`src/rtl/uart_rx_frame.sv`:
```
// uart_rx_frame
//   Serial-to-parallel UART receiver: 8 data bits LSB first, even parity,
//   one stop bit, idle-high line. The line is oversampled OVERSAMPLE times
//   per bit. Each received byte is presented with a sticky ready flag and
//   status bits.
//
// Build option
//   UART_RX_MAJORITY_VOTE_EN  when defined, every bit is the 2-of-3 majority
//                             of the synchronized line at bit-relative ticks
//                             OVERSAMPLE/2-2, OVERSAMPLE/2-1 and OVERSAMPLE/2.
//                             When undefined, one sample is taken at tick
//                             OVERSAMPLE/2-1.
//
// Parameters
//   CLK_FREQ    system clock frequency in Hz
//   BAUD        line bit rate
//   OVERSAMPLE  ticks per bit (even, >= 8)
//
// Ports
//   clk           in   system clock, rising edge
//   nrst          in   synchronous active-low reset
//   rx            in   asynchronous serial line
//   rx_flag_clr   in   one-cycle pulse, clears rx_flag and overrun
//   Rx_Data       out  last byte received with a good stop bit
//   parity_error  out  parity result for the byte in Rx_Data
//   frame_error   out  last frame had a stop bit of 0
//   overrun       out  a byte completed while rx_flag was already set
//   rx_flag       out  sticky "byte available"
//   rx_busy       out  receiver state machine is not idle
//
// State table
//   state  | meaning
//   IDLE   | waiting for a 1->0 transition on the synchronized line
//   START  | timing to mid start bit, confirming the line is still low
//   DATA   | sampling 8 data bits, one per OVERSAMPLE ticks
//   PARITY | sampling the parity bit and forming the parity check
//   STOP   | sampling the stop bit and updating the output registers

module uart_rx_frame #(
  parameter int CLK_FREQ   = 50000000,
  parameter int BAUD       = 115200,
  parameter int OVERSAMPLE = 16
) (
  input  logic       clk,
  input  logic       nrst,
  input  logic       rx,
  input  logic       rx_flag_clr,
  output logic [7:0] Rx_Data,
  output logic       parity_error,
  output logic       frame_error,
  output logic       overrun,
  output logic       rx_flag,
  output logic       rx_busy
);

  // Clocks per tick. A non-integer ratio rounds down, so the receiver runs
  // slightly fast; the mid-bit sampling tolerates the small rate error.
  localparam int DIV   = CLK_FREQ / (BAUD * OVERSAMPLE);
  localparam int DIV_W = (DIV > 2) ? $clog2(DIV) : 1;
  localparam int TC_W  = $clog2(OVERSAMPLE);

`ifdef UART_RX_MAJORITY_VOTE_EN
  // The last vote is taken at tick OVERSAMPLE/2, so the decision lands one
  // tick later than in the single-sample build.
  localparam int START_DEC = OVERSAMPLE / 2;
`else
  localparam int START_DEC = OVERSAMPLE / 2 - 1;
`endif

  localparam logic [DIV_W-1:0] DIV_LAST  = DIV_W'(DIV - 1);
  localparam logic [TC_W-1:0]  TC_LAST   = TC_W'(OVERSAMPLE - 1);
  localparam logic [TC_W-1:0]  TC_START  = TC_W'(START_DEC);

  if (DIV < 2 || OVERSAMPLE < 8 || (OVERSAMPLE % 2) != 0) begin : g_bad_param
    $error("uart_rx_frame: requires CLK_FREQ/(BAUD*OVERSAMPLE) >= 2 and even OVERSAMPLE >= 8");
  end

  typedef enum logic [2:0] {
    IDLE   = 3'd0,
    START  = 3'd1,
    DATA   = 3'd2,
    PARITY = 3'd3,
    STOP   = 3'd4
  } state_t;

  state_t            state_q, state_d;
  logic              rx_meta_q, rx_meta_d;
  logic              rx_s_q, rx_s_d;
  logic              rx_prev_q, rx_prev_d;
  logic [DIV_W-1:0]  div_q, div_d;
  logic [TC_W-1:0]   tc_q, tc_d;
  logic [2:0]        bc_q, bc_d;
  logic [7:0]        shift_q, shift_d;
  logic              par_err_q, par_err_d;
  logic [7:0]        rx_data_q, rx_data_d;
  logic              parity_error_q, parity_error_d;
  logic              frame_error_q, frame_error_d;
  logic              overrun_q, overrun_d;
  logic              rx_flag_q, rx_flag_d;
`ifdef UART_RX_MAJORITY_VOTE_EN
  logic [1:0]        vote_q, vote_d;
`endif

  logic              tick;
  logic [TC_W-1:0]   dec_tc;
  logic              sample_now;
  logic              bit_val;
  logic              done_good;
  logic              done_bad;

  // The tick generator only runs outside IDLE; it is restarted on the start
  // edge so that bit timing is phased to the detected transition.
  assign tick = (state_q != IDLE) && (div_q == DIV_LAST);

  // START decides at mid start bit; afterwards tc has been re-phased so the
  // decision for every later bit falls on the tc wrap.
  assign dec_tc     = (state_q == START) ? TC_START : TC_LAST;
  assign sample_now = tick && (tc_q == dec_tc);

`ifdef UART_RX_MAJORITY_VOTE_EN
  assign bit_val = (vote_q[0] & vote_q[1]) | (vote_q[0] & rx_s_q) | (vote_q[1] & rx_s_q);
`else
  assign bit_val = rx_s_q;
`endif

  always_comb begin
    rx_meta_d      = rx;
    rx_s_d         = rx_meta_q;
    rx_prev_d      = rx_s_q;
    state_d        = state_q;
    div_d          = div_q;
    tc_d           = tc_q;
    bc_d           = bc_q;
    shift_d        = shift_q;
    par_err_d      = par_err_q;
    rx_data_d      = rx_data_q;
    parity_error_d = parity_error_q;
    frame_error_d  = frame_error_q;
    overrun_d      = overrun_q;
    rx_flag_d      = rx_flag_q;
    done_good      = 1'b0;
    done_bad       = 1'b0;

    if (state_q != IDLE) begin
      div_d = tick ? '0 : div_q + DIV_W'(1);
      if (tick) begin
        tc_d = (tc_q == TC_LAST) ? '0 : tc_q + TC_W'(1);
      end
    end

`ifdef UART_RX_MAJORITY_VOTE_EN
    vote_d = vote_q;
    if (tick && (tc_q == dec_tc - TC_W'(2))) vote_d[0] = rx_s_q;
    if (tick && (tc_q == dec_tc - TC_W'(1))) vote_d[1] = rx_s_q;
`endif

    case (state_q)
      IDLE: begin
        // Only a real 1->0 transition starts a frame; a held-low line
        // (break) cannot retrigger.
        if (rx_prev_q && !rx_s_q) begin
          state_d = START;
          tc_d    = '0;
          div_d   = '0;
        end
      end
      START: begin
        if (sample_now) begin
          if (bit_val) begin
            state_d = IDLE;
          end else begin
            state_d = DATA;
            tc_d    = '0;
            bc_d    = '0;
          end
        end
      end
      DATA: begin
        if (sample_now) begin
          shift_d = {bit_val, shift_q[7:1]};
          bc_d    = bc_q + 3'd1;
          if (bc_q == 3'd7) state_d = PARITY;
        end
      end
      PARITY: begin
        if (sample_now) begin
          par_err_d = (^shift_q) ^ bit_val;
          state_d   = STOP;
        end
      end
      STOP: begin
        // Return to IDLE at mid-stop so a back-to-back start edge half a
        // bit later is still caught.
        if (sample_now) begin
          state_d   = IDLE;
          done_good = bit_val;
          done_bad  = !bit_val;
        end
      end
      default: state_d = IDLE;
    endcase

    if (rx_flag_clr) begin
      rx_flag_d = 1'b0;
      overrun_d = 1'b0;
    end

    // A completion in the same cycle as a clear takes precedence for the
    // flag; the clear still prevents this completion from counting as an
    // overrun.
    if (done_good) begin
      rx_data_d      = shift_q;
      parity_error_d = par_err_q;
      frame_error_d  = 1'b0;
      rx_flag_d      = 1'b1;
      if (rx_flag_q && !rx_flag_clr) overrun_d = 1'b1;
    end

    if (done_bad) begin
      frame_error_d = 1'b1;
    end
  end

  always_ff @(posedge clk) begin
    if (!nrst) begin
      state_q        <= IDLE;
      rx_meta_q      <= 1'b1;
      rx_s_q         <= 1'b1;
      rx_prev_q      <= 1'b1;
      div_q          <= '0;
      tc_q           <= '0;
      bc_q           <= '0;
      shift_q        <= '0;
      par_err_q      <= 1'b0;
      rx_data_q      <= '0;
      parity_error_q <= 1'b0;
      frame_error_q  <= 1'b0;
      overrun_q      <= 1'b0;
      rx_flag_q      <= 1'b0;
`ifdef UART_RX_MAJORITY_VOTE_EN
      vote_q         <= '0;
`endif
    end else begin
      state_q        <= state_d;
      rx_meta_q      <= rx_meta_d;
      rx_s_q         <= rx_s_d;
      rx_prev_q      <= rx_prev_d;
      div_q          <= div_d;
      tc_q           <= tc_d;
      bc_q           <= bc_d;
      shift_q        <= shift_d;
      par_err_q      <= par_err_d;
      rx_data_q      <= rx_data_d;
      parity_error_q <= parity_error_d;
      frame_error_q  <= frame_error_d;
      overrun_q      <= overrun_d;
      rx_flag_q      <= rx_flag_d;
`ifdef UART_RX_MAJORITY_VOTE_EN
      vote_q         <= vote_d;
`endif
    end
  end

  assign Rx_Data      = rx_data_q;
  assign parity_error = parity_error_q;
  assign frame_error  = frame_error_q;
  assign overrun      = overrun_q;
  assign rx_flag      = rx_flag_q;
  assign rx_busy      = (state_q != IDLE);

endmodule

```
`config.mk`:
```
export PLATFORM = sky130hd
export DESIGN_NAME = uart_rx_frame
export DESIGN_NICKNAME = d
export VERILOG_FILES = /design/src/rtl/uart_rx_frame.sv
export SDC_FILE = /design/constraint.sdc
export NUM_CORES = 1
export LEC_CHECK = 0
export ABC_AREA = 1
export ABC_CLOCK_PERIOD_IN_PS = 2000
export CORE_MARGIN = 3
export CORE_UTILIZATION = 30
export DETAILED_ROUTE_END_ITERATION = 16
export GPL_TIMING_DRIVEN = 0
export SLEW_MARGIN = 30
export SYNTH_ARGS = -nofsm -noshare
export SYNTH_HDL_FRONTEND = slang
export SYNTH_SLANG_ARGS = --single-unit
export TNS_END_PERCENT = 50
```
`constraint.sdc`:
```
create_clock -name clk -period 2 [get_ports clk]
set_clock_uncertainty 0.2 [all_clocks]
set_input_delay 0.3 -clock clk [delete_from_list [all_inputs] [get_ports clk]]
set_output_delay 0.3 -clock clk [all_outputs]
set_load 0.02 [all_outputs]
```
Yosys cells after proc, flatten, opt, wreduce, memory -nomap -nowiden
Cells that the tools add are included.
{"block": "totals", "regBits": 39, "latchBits": 0, "ram_bits": 0, "romBits": 0, "inputBits": 4, "out_inout_bits": 13, "wordCells": 84, "n_memories": 0}
{"block": "op_classes", "add_sub_neg": 3, "n_mul": 0, "n_div": 0, "n_lt_le_gt_ge": 0, "eq_ne": 15, "n_shift": 0, "mux": 35, "bitwise_logic": 1, "reduce_logical": 16}
{"cell": "4-bit 2-to-1 mux", "n": 7}
{"cell": "3-bit 2-to-1 mux", "n": 9}
{"cell": "5-bit 2-to-1 mux", "n": 4}
{"cell": "3-bit case mux with 5 select lines", "n": 1}
{"cell": "2-bit != test (second input constant)", "n": 7}
{"cell": "1-bit 2-to-1 mux", "n": 11}
{"cell": "4-bit case mux with 2 select lines", "n": 1}
{"cell": "8-bit parity", "n": 1}
{"cell": "3-bit by 2-bit equality test with 1-bit output (second input constant)", "n": 2}
{"cell": "3-bit equality test (second input constant)", "n": 2}
{"cell": "3-bit case mux with 2 select lines", "n": 1}
{"cell": "6-bit AND reduction", "n": 1}
{"cell": "2-bit nonzero test", "n": 3}
{"cell": "5-bit by 1-bit adder with 5-bit output (second input constant)", "n": 1}
{"cell": "5-bit equality test (second input constant)", "n": 1}
{"cell": "4-bit by 1-bit adder with 4-bit output (second input constant)", "n": 1}
{"cell": "4-bit equality test", "n": 1}
{"cell": "4-bit equality test (second input constant)", "n": 1}
{"cell": "1-bit logical AND", "n": 4}
{"cell": "2-bit AND reduction", "n": 2}
{"cell": "4-bit AND reduction", "n": 1}
{"cell": "3-bit by 1-bit adder with 3-bit output (second input constant)", "n": 1}
{"cell": "3-bit by 1-bit equality test with 1-bit output (second input constant)", "n": 1}
{"cell": "3-bit logical NOT", "n": 1}
{"cell": "4 further kinds", "n": 5}

Logic depth before layout (Yosys ltp)
Gate-level depths: netlist of run 1.
{"block": "logic_depth", "depth_word": 8, "mapped_depth": 13, "mapped_depth_nobuf": 12}

Worst setup path before layout of run 1
Ideal clock, no wire load.
{"block": "synth_timing", "path_type": "reg2reg", "from": "reg div_q[0]", "to": "reg rx_data_q[1], in the netlist Rx_Data[1]", "setup_ns": 0.110, "arrival_time_ns": 1.402, "required_time_ns": 1.690, "setup_slack_ns": 0.288, "path_stages_with_launch": 13, "path_buffers": 1, "synth_period_minus_slack_ns": 1.712, "cell_sequence": "dfxtp_1 inv_1 ha_1 nand2_1 nor2_4 nand2_4 nor2_4 nand2_4 inv_4 buf_2 nand4_1 nand2_1 nor2_1"}
{"block": "synth_via", "elab_chain_len": 5}
{"item": "start, declared", "line": "90", "rtl": "logic [DIV_W-1:0] div_q, div_d;"}
{"item": "start signal, assigned", "line": "248", "rtl": "div_q <= div_d;"}
{"item": "5-bit equality test", "line": "113", "rtl": "assign tick = (state_q != IDLE) && (div_q == DIV_LAST);"}
{"item": "1-bit logical AND", "line": "113"}
{"item": "1-bit logical AND", "line": "118", "rtl": "assign sample_now = tick && (tc_q == dec_tc);"}
{"item": "1-bit 2-to-1 mux", "line": "194", "rtl": "if (sample_now) begin"}
{"item": "1-bit 2-to-1 mux", "line": "157", "rtl": "case (state_q)"}
{"item": "end signal, assigned", "line": "253", "rtl": "rx_data_q <= rx_data_d;"}
{"item": "end, declared", "line": "95", "rtl": "logic [7:0] rx_data_q, rx_data_d;"}
No other way between the ends.
A chain may end at the register's enable or synchronous reset.

Final worst setup path of run 1
{"block": "layout_timing", "from": "reg state_q[0]", "to": "out rx_busy"}
{"block": "layout_via", "elab_chain_len": 1}
{"item": "start, declared", "line": "86", "rtl": "state_t state_q, state_d;"}
{"item": "start signal, assigned", "line": "244", "rtl": "state_q <= state_d;"}
{"item": "3-bit nonzero test", "line": "269", "rtl": "assign rx_busy = (state_q != IDLE);"}
{"item": "end, declared", "line": "53", "rtl": "output logic rx_busy"}
No other way between the ends.

==> results of run 1 <==
final timing paths:
kind / to / cells past startpoint
worst min register to register: bit_val / 1
worst max-delay path: rx_busy / 3
worst min-delay path: bit_val / 1
worst max register to register: Rx_Data[4] / 13
cell usage after synthesis:
cell type and instances:
nand2_1 68, inv_1 42, nor2_1 40, dfxtp_1 39, o21ai_0 17, nand3_1 15, a21oi_1 12, nand4_1 11
ha_1 5, clkbuf_1 4, inv_2 3, nand2_4 3, nor2_2 3, buf_1 2, nor2_4 2, o21ai_1 2
or2_2 2, a31o_2 1, buf_2 1, buf_4 1, buf_6 1, inv_4 1, nand2_2 1, nand3_4 1
nand3b_1 1, nor3_1 1, o211ai_1 1, o22ai_1 1, xnor2_1 1, xor2_1 1
cell type report:
cell class	instances	share of cell area, %
inverter	46	7.53
clock buffer	8	4.24
multi-input combinational	189	40.1
timing repair buffer	20	8.65
sequential	39	33.2
tap	75	3.98
buffer	9	2.39
metrics by stage:
| step | worst slack (ps) | instances | power, uW | hold WS [ps] | utilization [%] |
|---|---|---|---|---|---|
| after floorplan | 288 | 283 | 939 | 193 | - |
| after global placement | 33.3 | 373 | 981 | 195 | 35.7 |
| after detailed placement | 19.8 | 373 | 982 | 202 | 35.7 |
| after CTS | 0.929 | 381 | 1570 | 221 | 37.3 |
| after global routing | -1.56 | 386 | 1640 | 247 | 38.7 |
| final | 121 | 386 | 1550 | 214 | 38.7 |
cell usage in the layout (no fill, tap or decap), types with 2 or more instances in the layout:
master / Yosys / layout
nor2_1: 40 / 40
nand2_4: 3 / 3
clkbuf_1: 4 / 5
or2_2: 2 / 2
nand2_1: 68 / 67
clkdlybuf4s50_1: 0 / 14
nor2_2: 3 / 3
nand4_1: 11 / 11
inv_1: 42 / 42
nor2_4: 2 / 2
dfxtp_1: 39 / 38
o21ai_0: 17 / 17
buf_1: 2 / 2
ha_1: 5 / 5
inv_2: 3 / 3
nand2_2: 1 / 2
buf_4: 1 / 5
nand3_1: 15 / 15
clkbuf_8: 0 / 7
o21ai_1: 2 / 2
a21oi_1: 12 / 11
registers in the layout, summed over array words and instances (netlist names):
register      count
bit_val           1
state_q           3
shift_q           8
tc_q              4
rx_prev_q         1
frame_error       1
Rx_Data           8
div_q             5
bc_q              3
rx_flag           1
parity_error      1
overrun           1
par_err_q         1
rx_meta_q         1
logic make-up (layout without fill, tap and decap cells):
group                      after synthesis  after routing  synth area share [%]
and+or+nand+nor                        148            148                  34.8
buffers and inverters                   55             83                  11.5
DFF                                     39             39                  40.4
AOI/OAI and AO/OA                       34             34                  9.19
adders and majority gates                5              5                  3.24
xor gates and xnor gates                 2              2                 0.906
routing by layer:
metal	GRT usage, %	wire (um)	vias up
met1	15.9	2030	745
met5	0	0	-
met2	16.2	1630	23
met4	2.97	43	0
met3	2.85	115	4
li1	-	-	946
what timing repair did:
item                       in CTS  in global routing
setup endpoints to repair       1                 19
resized for setup               1                  9
gates cloned                    0                  1
pin swaps                       0                  3
setup buffers                   0                  4
report_power, final:
part | total (uW) | internal (uW) | switching (uW)
Sequential | 808 | 790 | 17.6
Combinational | 162 | 54.2 | 108
Clock | 579 | 315 | 264
Total | 1550 | 1160 | 390
critical path, delay by kind of cell, from the launching register on:
kind,cells,cell delay [ps]
buffers and inverters,1,340
DFF,1,390
and+or+nand+nor,2,360
==> results_dict.tcl, run 1 <==
set metrics [dict create \
    grt-ovfl-total 0 \
    power.leakage_uw 0.00104 \
    areaGrowthSynthToFinish_pct 22.0 \
    synth_warnings 0 \
    worst_path_max_delay_cell "dfxtp_1" \
    grt_pass1_wl_mm 6.62 \
    nets 319 \
    ir_drop_v 0.000316 \
    syn_avg_cell_area_um2 6.83 \
    reg2reg_slack_ps 140 \
    die_y_um 86.3 \
    drive_above_1_share_pct 11.3 \
    die_area_um2 7440 \
    row_count 28 \
    cts_sinks 39 \
    critPathLaunch "state_q[0]" \
    ios 17 \
    critPathArrivalTime_ps 1380 \
    clockBufferDepth 2 \
    clock-root-buffer "clkbuf_8" \
    worstMarginPinSlew_ps 469 \
    finalCritPeriodShare_pct 94.0 \
    path_class "register to primary output" \
    vias 1718 \
    stdcell_area_um2 2360 \
    fmax_mhz 532 \
    maxCapViolCount 0 \
    fillers 650 \
    hold_viol 0 \
    seq_area_frac_synth_pct 40.4 \
    hold_path.startpoint "rx_meta_q" \
    cts_tree "yes" \
    critPathMaxStageDelay_ps 390 \
    hpwl_mm 2.73 \
    drc 0 \
    synth.top_cell.area_share_pct 40.4 \
    outcome "complete, no violations" \
    seq_area_um2 782 \
    start_kind "register" \
    routabilityCongestion 0.768 \
    synthesis.nets 292 \
    start_util_pct 31.7 \
    grt_pass1_vias 1464 \
    p_per_area_nw_per_um2 657 \
    multi_input_area_um2 945 \
    hp-class "register to register" \
    numCtsBuffers 5 \
    grt_util_all_layers_pct 11.0 \
    die_w_um 86.3 \
    crit_path_end_kind "primary output" \
    synth_seq_cells 39 \
    ctsHoldBuffers 0 \
    cp_data_required_time_ps 1500 \
    setup_viol 0 \
    syn_inst 283 \
    path_cells "nor2_2, nand2_4, dlygate4sd2_1" \
    synth_area_um2 1930 \
    avgRoutedWirePerCell_um 9.90 \
    netlist.top_cell.by_area "dfxtp_1" \
    clk_pin_slew_ps 70 \
    final_period_minus_worst_setup_slack_ps 1880 \
    path_max_fanout 6 \
    final_max_slew_viol_count 0 \
    grt_start_max_net_pins 12 \
    via_per_inst 4.45 \
    post_dp_cell_area_um2 2180 \
    ys_top_cells_by_area "dfxtp_1 40%, nand2_1 13%, inv_1 8.2%" \
    synth_cell_types 30 \
    drt_first_iter_violations 92 \
    cts_htree_levels 2 \
    routed_wl_mm 3.82 \
    first_pass_iters 4 \
    core_area_um2 6100 \
    timing.setup.tns_ps 0 \
    antenna_found_initial 0 \
    antenna_cells 0 \
    worst_r2r_startpoint "div_q[0]" \
    clkLatencyLatePin_ps 280 \
    ant_nets 0 \
    io_buffers 15 \
    relSlewSlack_pct 68.7 \
]
(Power assumes the default switching activity.)
==> inputs of run 2 (changes only) <==
--- a/config.mk
+++ b/config.mk
@@ -6,7 +6,6 @@
 export NUM_CORES = 1
 export LEC_CHECK = 0
 export ABC_AREA = 1
-export ABC_CLOCK_PERIOD_IN_PS = 2000
 export CORE_MARGIN = 3
 export CORE_UTILIZATION = 30
 export DETAILED_ROUTE_END_ITERATION = 16
==> results of run 2 <==
Final layout, timing and power as in run 1 (identical DEF).
==> inputs of run 3 (changes only) <==
--- a/config.mk
+++ b/config.mk
@@ -6,6 +6,7 @@
 export NUM_CORES = 1
 export LEC_CHECK = 0
 export ABC_AREA = 1
+export CAP_MARGIN = 20
 export CORE_MARGIN = 3
 export CORE_UTILIZATION = 30
 export DETAILED_ROUTE_END_ITERATION = 16
==> results of run 3 <==
Final layout, timing and power as in run 1 (identical DEF).
